<file path="config.mk">
export PLATFORM = sky130hd
export DESIGN_NAME = cpu_test_ctrl
export DESIGN_NICKNAME = d
export VERILOG_FILES = /design/src/rtl/cpu_test_ctrl.sv
export SDC_FILE = /design/constraint.sdc
export NUM_CORES = 1
export LEC_CHECK = 0
export CORE_UTILIZATION = 30
export DETAILED_ROUTE_END_ITERATION = 8
export PLACE_DENSITY_LB_ADDON = 0.2
export SYNTH_ARGS = -nofsm -noshare
export SYNTH_HDL_FRONTEND = slang
export SYNTH_SLANG_ARGS = --single-unit
</file>
<file path="constraint.sdc">
create_clock -name clk_100M -period 3.5 [get_ports clk_100M]
set_input_delay 0.525 -clock clk_100M [delete_from_list [all_inputs] [get_ports clk_100M]]
set_output_delay 0.525 -clock clk_100M [all_outputs]
set_load 0.05 [all_outputs]
</file>
<file path="src/rtl/cpu_test_ctrl.sv">
// Run controller for the multicycle CPU + rw_ram pair: generates the shared
// clock-enable strobe, sequences the CPU reset and watches the memory bus for
// a store to the tohost address, reporting pass / fail / timeout.
module cpu_test_ctrl #(
  parameter int unsigned CLK_DIV     = 1,
  parameter int unsigned RST_CYCLES  = 2,
  parameter logic [31:0] TOHOST_ADDR = 32'h0000_0FFC,
  parameter int unsigned TIMEOUT     = 100000,
  parameter int unsigned CNT_W       = 32
) (
  input  logic             clk_100M,
  input  logic             rst,
  input  logic             start,
  input  logic             wr_en,
  input  logic [31:0]      mem_addr,
  input  logic [31:0]      w_data,
  output logic             clk_en,
  output logic             cpu_rst,
  output logic             busy,
  output logic             done,
  output logic             pass,
  output logic             timeout,
  output logic [30:0]      fail_code,
  output logic [CNT_W-1:0] cycle_count
);

  localparam int unsigned DIV_W = (CLK_DIV > 1) ? $clog2(CLK_DIV) : 1;
  localparam int unsigned RC_W  = $clog2(RST_CYCLES + 1);
  localparam int unsigned TO_W  = $clog2(TIMEOUT + 1);

  localparam logic [DIV_W-1:0] DIV_LAST = DIV_W'(CLK_DIV - 1);
  localparam logic [RC_W-1:0]  RC_LAST  = RC_W'(RST_CYCLES - 1);
  localparam logic [TO_W-1:0]  TO_LAST  = TO_W'(TIMEOUT - 1);

  typedef enum logic [2:0] {
    S_IDLE,
    S_RESET,
    S_RUN,
    S_DONE,
    S_TOUT
  } state_t;

  state_t             state_q;
  logic [DIV_W-1:0]   div_q;
  logic [RC_W-1:0]    rst_cnt_q;
  logic [TO_W-1:0]    run_cnt_q;
  logic               clk_en_q;
  logic               cpu_rst_q;
  logic               busy_q;
  logic               done_q;
  logic               pass_q;
  logic               timeout_q;
  logic [30:0]        fail_code_q;
  logic [CNT_W-1:0]   cycle_count_q;
  logic [CNT_W-1:0]   cycle_count_d;

  logic tick;
  logic ev;
  logic frozen;

  assign tick   = (div_q == '0);
  assign frozen = (state_q == S_DONE) || (state_q == S_TOUT);

  // A tohost store only counts when the RAM actually commits it (enable high).
  assign ev = clk_en_q & wr_en & (mem_addr == TOHOST_ADDR);

  // Saturating increment so a very long run never wraps back to a small count.
  assign cycle_count_d = (&cycle_count_q) ? cycle_count_q : cycle_count_q + CNT_W'(1);

  // Free-running divider; parked at zero while frozen so a restart begins with a tick.
  always_ff @(posedge clk_100M or posedge rst) begin
    if (rst) begin
      div_q <= '0;
    end else if (frozen || (div_q == DIV_LAST)) begin
      div_q <= '0;
    end else begin
      div_q <= div_q + DIV_W'(1);
    end
  end

  // Run sequencer with all outputs registered alongside the state.
  always_ff @(posedge clk_100M or posedge rst) begin
    if (rst) begin
      state_q       <= S_IDLE;
      clk_en_q      <= 1'b0;
      cpu_rst_q     <= 1'b1;
      busy_q        <= 1'b0;
      done_q        <= 1'b0;
      pass_q        <= 1'b0;
      timeout_q     <= 1'b0;
      fail_code_q   <= '0;
      cycle_count_q <= '0;
      rst_cnt_q     <= '0;
      run_cnt_q     <= '0;
    end else begin
      clk_en_q <= tick;
      case (state_q)
        S_IDLE: begin
          cpu_rst_q <= 1'b1;
          busy_q    <= 1'b0;
          if (start) begin
            state_q       <= S_RESET;
            busy_q        <= 1'b1;
            done_q        <= 1'b0;
            pass_q        <= 1'b0;
            timeout_q     <= 1'b0;
            fail_code_q   <= '0;
            cycle_count_q <= '0;
            rst_cnt_q     <= '0;
            run_cnt_q     <= '0;
          end
        end

        S_RESET: begin
          cpu_rst_q <= 1'b1;
          busy_q    <= 1'b1;
          if (clk_en_q) begin
            if (rst_cnt_q == RC_LAST) begin
              state_q   <= S_RUN;
              cpu_rst_q <= 1'b0;
            end else begin
              rst_cnt_q <= rst_cnt_q + RC_W'(1);
            end
          end
        end

        S_RUN: begin
          cpu_rst_q <= 1'b0;
          busy_q    <= 1'b1;
          if (clk_en_q) begin
            cycle_count_q <= cycle_count_d;
            run_cnt_q     <= run_cnt_q + TO_W'(1);
            // The store wins over a timeout landing on the same tick.
            if (ev) begin
              state_q     <= S_DONE;
              busy_q      <= 1'b0;
              done_q      <= 1'b1;
              pass_q      <= (w_data == 32'd1);
              fail_code_q <= w_data[31:1];
              clk_en_q    <= 1'b0;
            end else if (run_cnt_q == TO_LAST) begin
              state_q   <= S_TOUT;
              busy_q    <= 1'b0;
              timeout_q <= 1'b1;
              clk_en_q  <= 1'b0;
            end
          end
        end

        S_DONE, S_TOUT: begin
          // CPU and RAM stay frozen (no enable, no reset) so their state can be inspected.
          cpu_rst_q <= 1'b0;
          busy_q    <= 1'b0;
          clk_en_q  <= 1'b0;
          if (start) begin
            state_q       <= S_RESET;
            cpu_rst_q     <= 1'b1;
            busy_q        <= 1'b1;
            clk_en_q      <= tick;
            done_q        <= 1'b0;
            pass_q        <= 1'b0;
            timeout_q     <= 1'b0;
            fail_code_q   <= '0;
            cycle_count_q <= '0;
            rst_cnt_q     <= '0;
            run_cnt_q     <= '0;
          end
        end

        default: begin
          state_q <= S_IDLE;
        end
      endcase
    end
  end

  assign clk_en      = clk_en_q;
  assign cpu_rst     = cpu_rst_q;
  assign busy        = busy_q;
  assign done        = done_q;
  assign pass        = pass_q;
  assign timeout     = timeout_q;
  assign fail_code   = fail_code_q;
  assign cycle_count = cycle_count_q;

endmodule

</file>
==> results.json <==
{
  "viasPerCell": 5.154,
  "fp.dieW_um": 128.0,
  "yosysWarnings": 0,
  "crit_fanout": 21,
  "synth-seq-cells": 92,
  "grt_antenna_before_repair": 0,
  "synthToLayoutAreaGrowth_pct": 39.77,
  "synth_top_cell_by_area": "dfrtp_1",
  "min_from": "div_q",
  "pwr_density_cell_nw_per_um2": 482.7,
  "grt_use_total_pct": 16.90,
  "cpPeakStageDelay_ns": 0.66,
  "crit_chain": "or3b_4, or4_4, o31ai_4, o41ai_1, a21oi_1",
  "initial_core_util_pct": 31.08,
  "hp-class": "reg2reg",
  "via_count": 4458,
  "grt_max_degree": 49,
  "hold_path_end": "clk_en",
  "max_slew_margin_pct": 43.10,
  "drcViolationCount": 0,
  "synth_edf_count": 0,
  "finalWirelength_um": 13140,
  "rrSetupSlack_ns": 0.75,
  "setup_viol": 0,
  "cpMaxStageDelayCell": "o31ai_4",
  "place_hpwl_um": 9664,
  "crit_path_start_kind": "flop",
  "chipHeight_um": 128.0,
  "drt_iter0_drc": 272,
  "synth.avg_cell_area_um2": 9.153,
  "grt_pass1_wl_um": 21890,
  "htreeDepth": 3,
  "wl_per_cell_um": 15.19,
  "fin_crit_sh_pct": 78.65,
  "num-fill-cells": 1522,
  "cts_tree": "yes",
  "skew_ns": 0.01181,
  "whs_path_depth": 1,
  "routabilityCongestion": 0.8416,
  "irDropWorstVdd_mv": 0.2886,
  "ctsResizeCount": 0,
  "num_rows": 45,
  "r2r-start": "state_q[0]",
  "yosys-top-cells-area": "dfrtp_1 (48%), nand2_1 (7.3%), nand3_1 (5.9%), a21oi_1 (2.7%), nand4_1 (2.5%)",
  "final.min_clock_period_ns": 2.753,
  "clk_latency_ns": 0.34,
  "worstMarginPinSlew_ns": 0.8525,
  "rsz0062_at_grt": "no",
  "cts_max_path_buffers": 2,
  "synthCells": 520,
  "reg2reg_depth": 5,
  "hold_viol": 0,
  "ios": 137,
  "clkTransAtPathRegs_ns": 0.07,
  "synth-async-reset-ratio_pct": 100.0,
  "port_buffers": 136,
  "crit_arrival_ns": 3.01,
  "end_kind": "flop",
  "grt_pass1_vias": 4338,
  "ys_seq_area_share_pct": 48.40,
  "dp_slack_ns": 0.6143,
  "cts_setup_buffers": 0,
  "whs_ns": 0.3904,
  "fin_nets": 721,
  "globalRoute.totalOverflow": 0,
  "final_layout_size_suffix_gt1_share_pct": 7.034,
  "max_freq_mhz": 363.3,
  "first_pass_iters": 4,
  "r2r-end": "cycle_count[27]",
  "n_antenna_cell": 0,
  "ant_nets": 0,
  "p_leak_nw": 2.745,
  "yosys_most_used_dff": "dfrtp_1",
  "multi_input_area_um2": 2287,
  "worst_ep_required_time_ns": 3.76,
  "syn_nets": 591,
  "hold_buffers": 0,
  "cts_made_buffers": 9,
  "cts_sinks": 92,
  "slew_viol_final": 0,
  "finalSetupTns_ns": 0,
  "utilization_pct": 43.44,
  "cts_root_buf": "clkbuf_16",
  "critPathKind": "reg2reg",
  "netlist.area_leader.share_pct": 47.84,
  "syn_area_um2": 4760,
  "fin_ws_ns": 0.7472,
  "die_area_um2": 16370,
  "status": "finished, final reports clean",
  "drv_cap": 0,
  "synth_cell_types": 61,
  "core_area_um2": 15310,
  "seqCellArea_um2": 2303
}
-- metrics by stage --
| stage | std cells | instance area [um^2] | power (mW) |
|---|---|---|---|
| CTS | 865 | 6653 | 3.238 |
| global route | 865 | 6653 | 3.393 |
| detailed placement | 850 | 6350 | 2.232 |
| floorplan | 520 | 4760 | 1.881 |
| global placement | 850 | 6350 | 2.218 |
| finish | 865 | 6653 | 3.211 |
-- worst max path at each step --
| stage | start | end | slack [ns] | cells past startpoint |
|---|---|---|---|---|
| global placement | start | cycle_count[14] | 0.67 | 6 |
| detailed placement | start | cycle_count[15] | 0.61 | 6 |
| CTS | state_q[0] | cycle_count[27] | 0.74 | 5 |
| finish | state_q[0] | cycle_count[27] | 0.75 | 5 |
| floorplan | rst | busy | 0.58 | 1 |
| global route | state_q[0] | cycle_count[15] | 0.60 | 5 |
-- cells in the final DEF (no fill, tap or decap), types with 8 or more instances in the layout --
| master | count |
|---|---|
| o31ai_1 | 10 |
| inv_1 | 9 |
| or3_1 | 14 |
| xor2_1 | 13 |
| clkbuf_16 | 9 |
| clkdlybuf4s50_1 | 136 |
| nand2_1 | 93 |
| a21oi_1 | 26 |
| nand4_1 | 19 |
| and4_1 | 8 |
| nor2_1 | 28 |
| dfrtp_1 | 91 |
| o21ai_0 | 10 |
| or4_1 | 9 |
| nand3_1 | 56 |
| nor3_1 | 10 |
| nor4_1 | 13 |
| buf_4 | 10 |
-- cells in the mapped netlist (all sizes together), types with 3 or more instances --
cell	number
o31ai	11
or4	10
o22ai	4
buf	5
nand2	93
nor4b	3
ha	3
nand4	19
xor2	13
nor4	14
and3	5
o211ai	3
dfrtp	91
clkbuf	23
nand3	56
a21oi	33
and4	8
nor3	11
nor2	29
o21ai	17
inv	10
nor4bb	3
and4b	4
or3	14
xnor2	4
-- cell type report --
class                           instances  area share [%]
Multi-Input combinational cell        390           34.38
Inverter                               10          0.5830
Tap cell                              211           3.968
Clock inverter                          3          0.6959
Clock buffer                           12           3.856
Timing Repair Buffer                  147           21.89
Sequential cell                        92           34.62
-- registers in the layout, summed over array words and instances (netlist names) --
signal / flops
fail_code: 31
busy: 1
rst_cnt_q: 2
cycle_count: 32
state_q: 3
run_cnt_q: 17
div_q: 1
cpu_rst: 1
pass: 1
timeout: 1
clk_en: 1
done: 1
-- power breakdown --
group	switching (mW)	internal, mW	total (mW)
Sequential	0.0993	1.14	1.24
Combinational	0.611	0.354	0.965
Clock	0.413	0.591	1.00
Total	1.12	2.09	3.21
-- routing by layer --
layer / global-route usage, % / vias up / routed length (um)
met5: 0 / - / 0
met4: 5.329 / 0 / 167
met3: 4.800 / 13 / 1014
met2: 27.11 / 152 / 6000
met1: 22.00 / 2134 / 5959
li1: - / 2159 / -
-- worst max-delay path: cells and delay by family, from the launching register on --
family / cells / cell delay (ns)
DFF: 1 / 0.56
and+or+nand+nor: 2 / 1.11
AOI/OAI and AO/OA: 3 / 1.00
-- kinds of logic after synthesis --
kind of cell | count (synthesis) | share of synthesized area [%]
flip-flops | 92 | 48.40
AND/OR/NAND/NOR | 280 | 30.68
XOR/XNOR | 17 | 3.128
other | 1 | 0.07879
adder cells (fa/ha/maj) | 3 | 0.7887
multiplexers | 2 | 0.4206
buffers and inverters | 38 | 3.733
AO/OA/AOI/OAI | 87 | 12.78
Power figures use the tool's default switching activity.
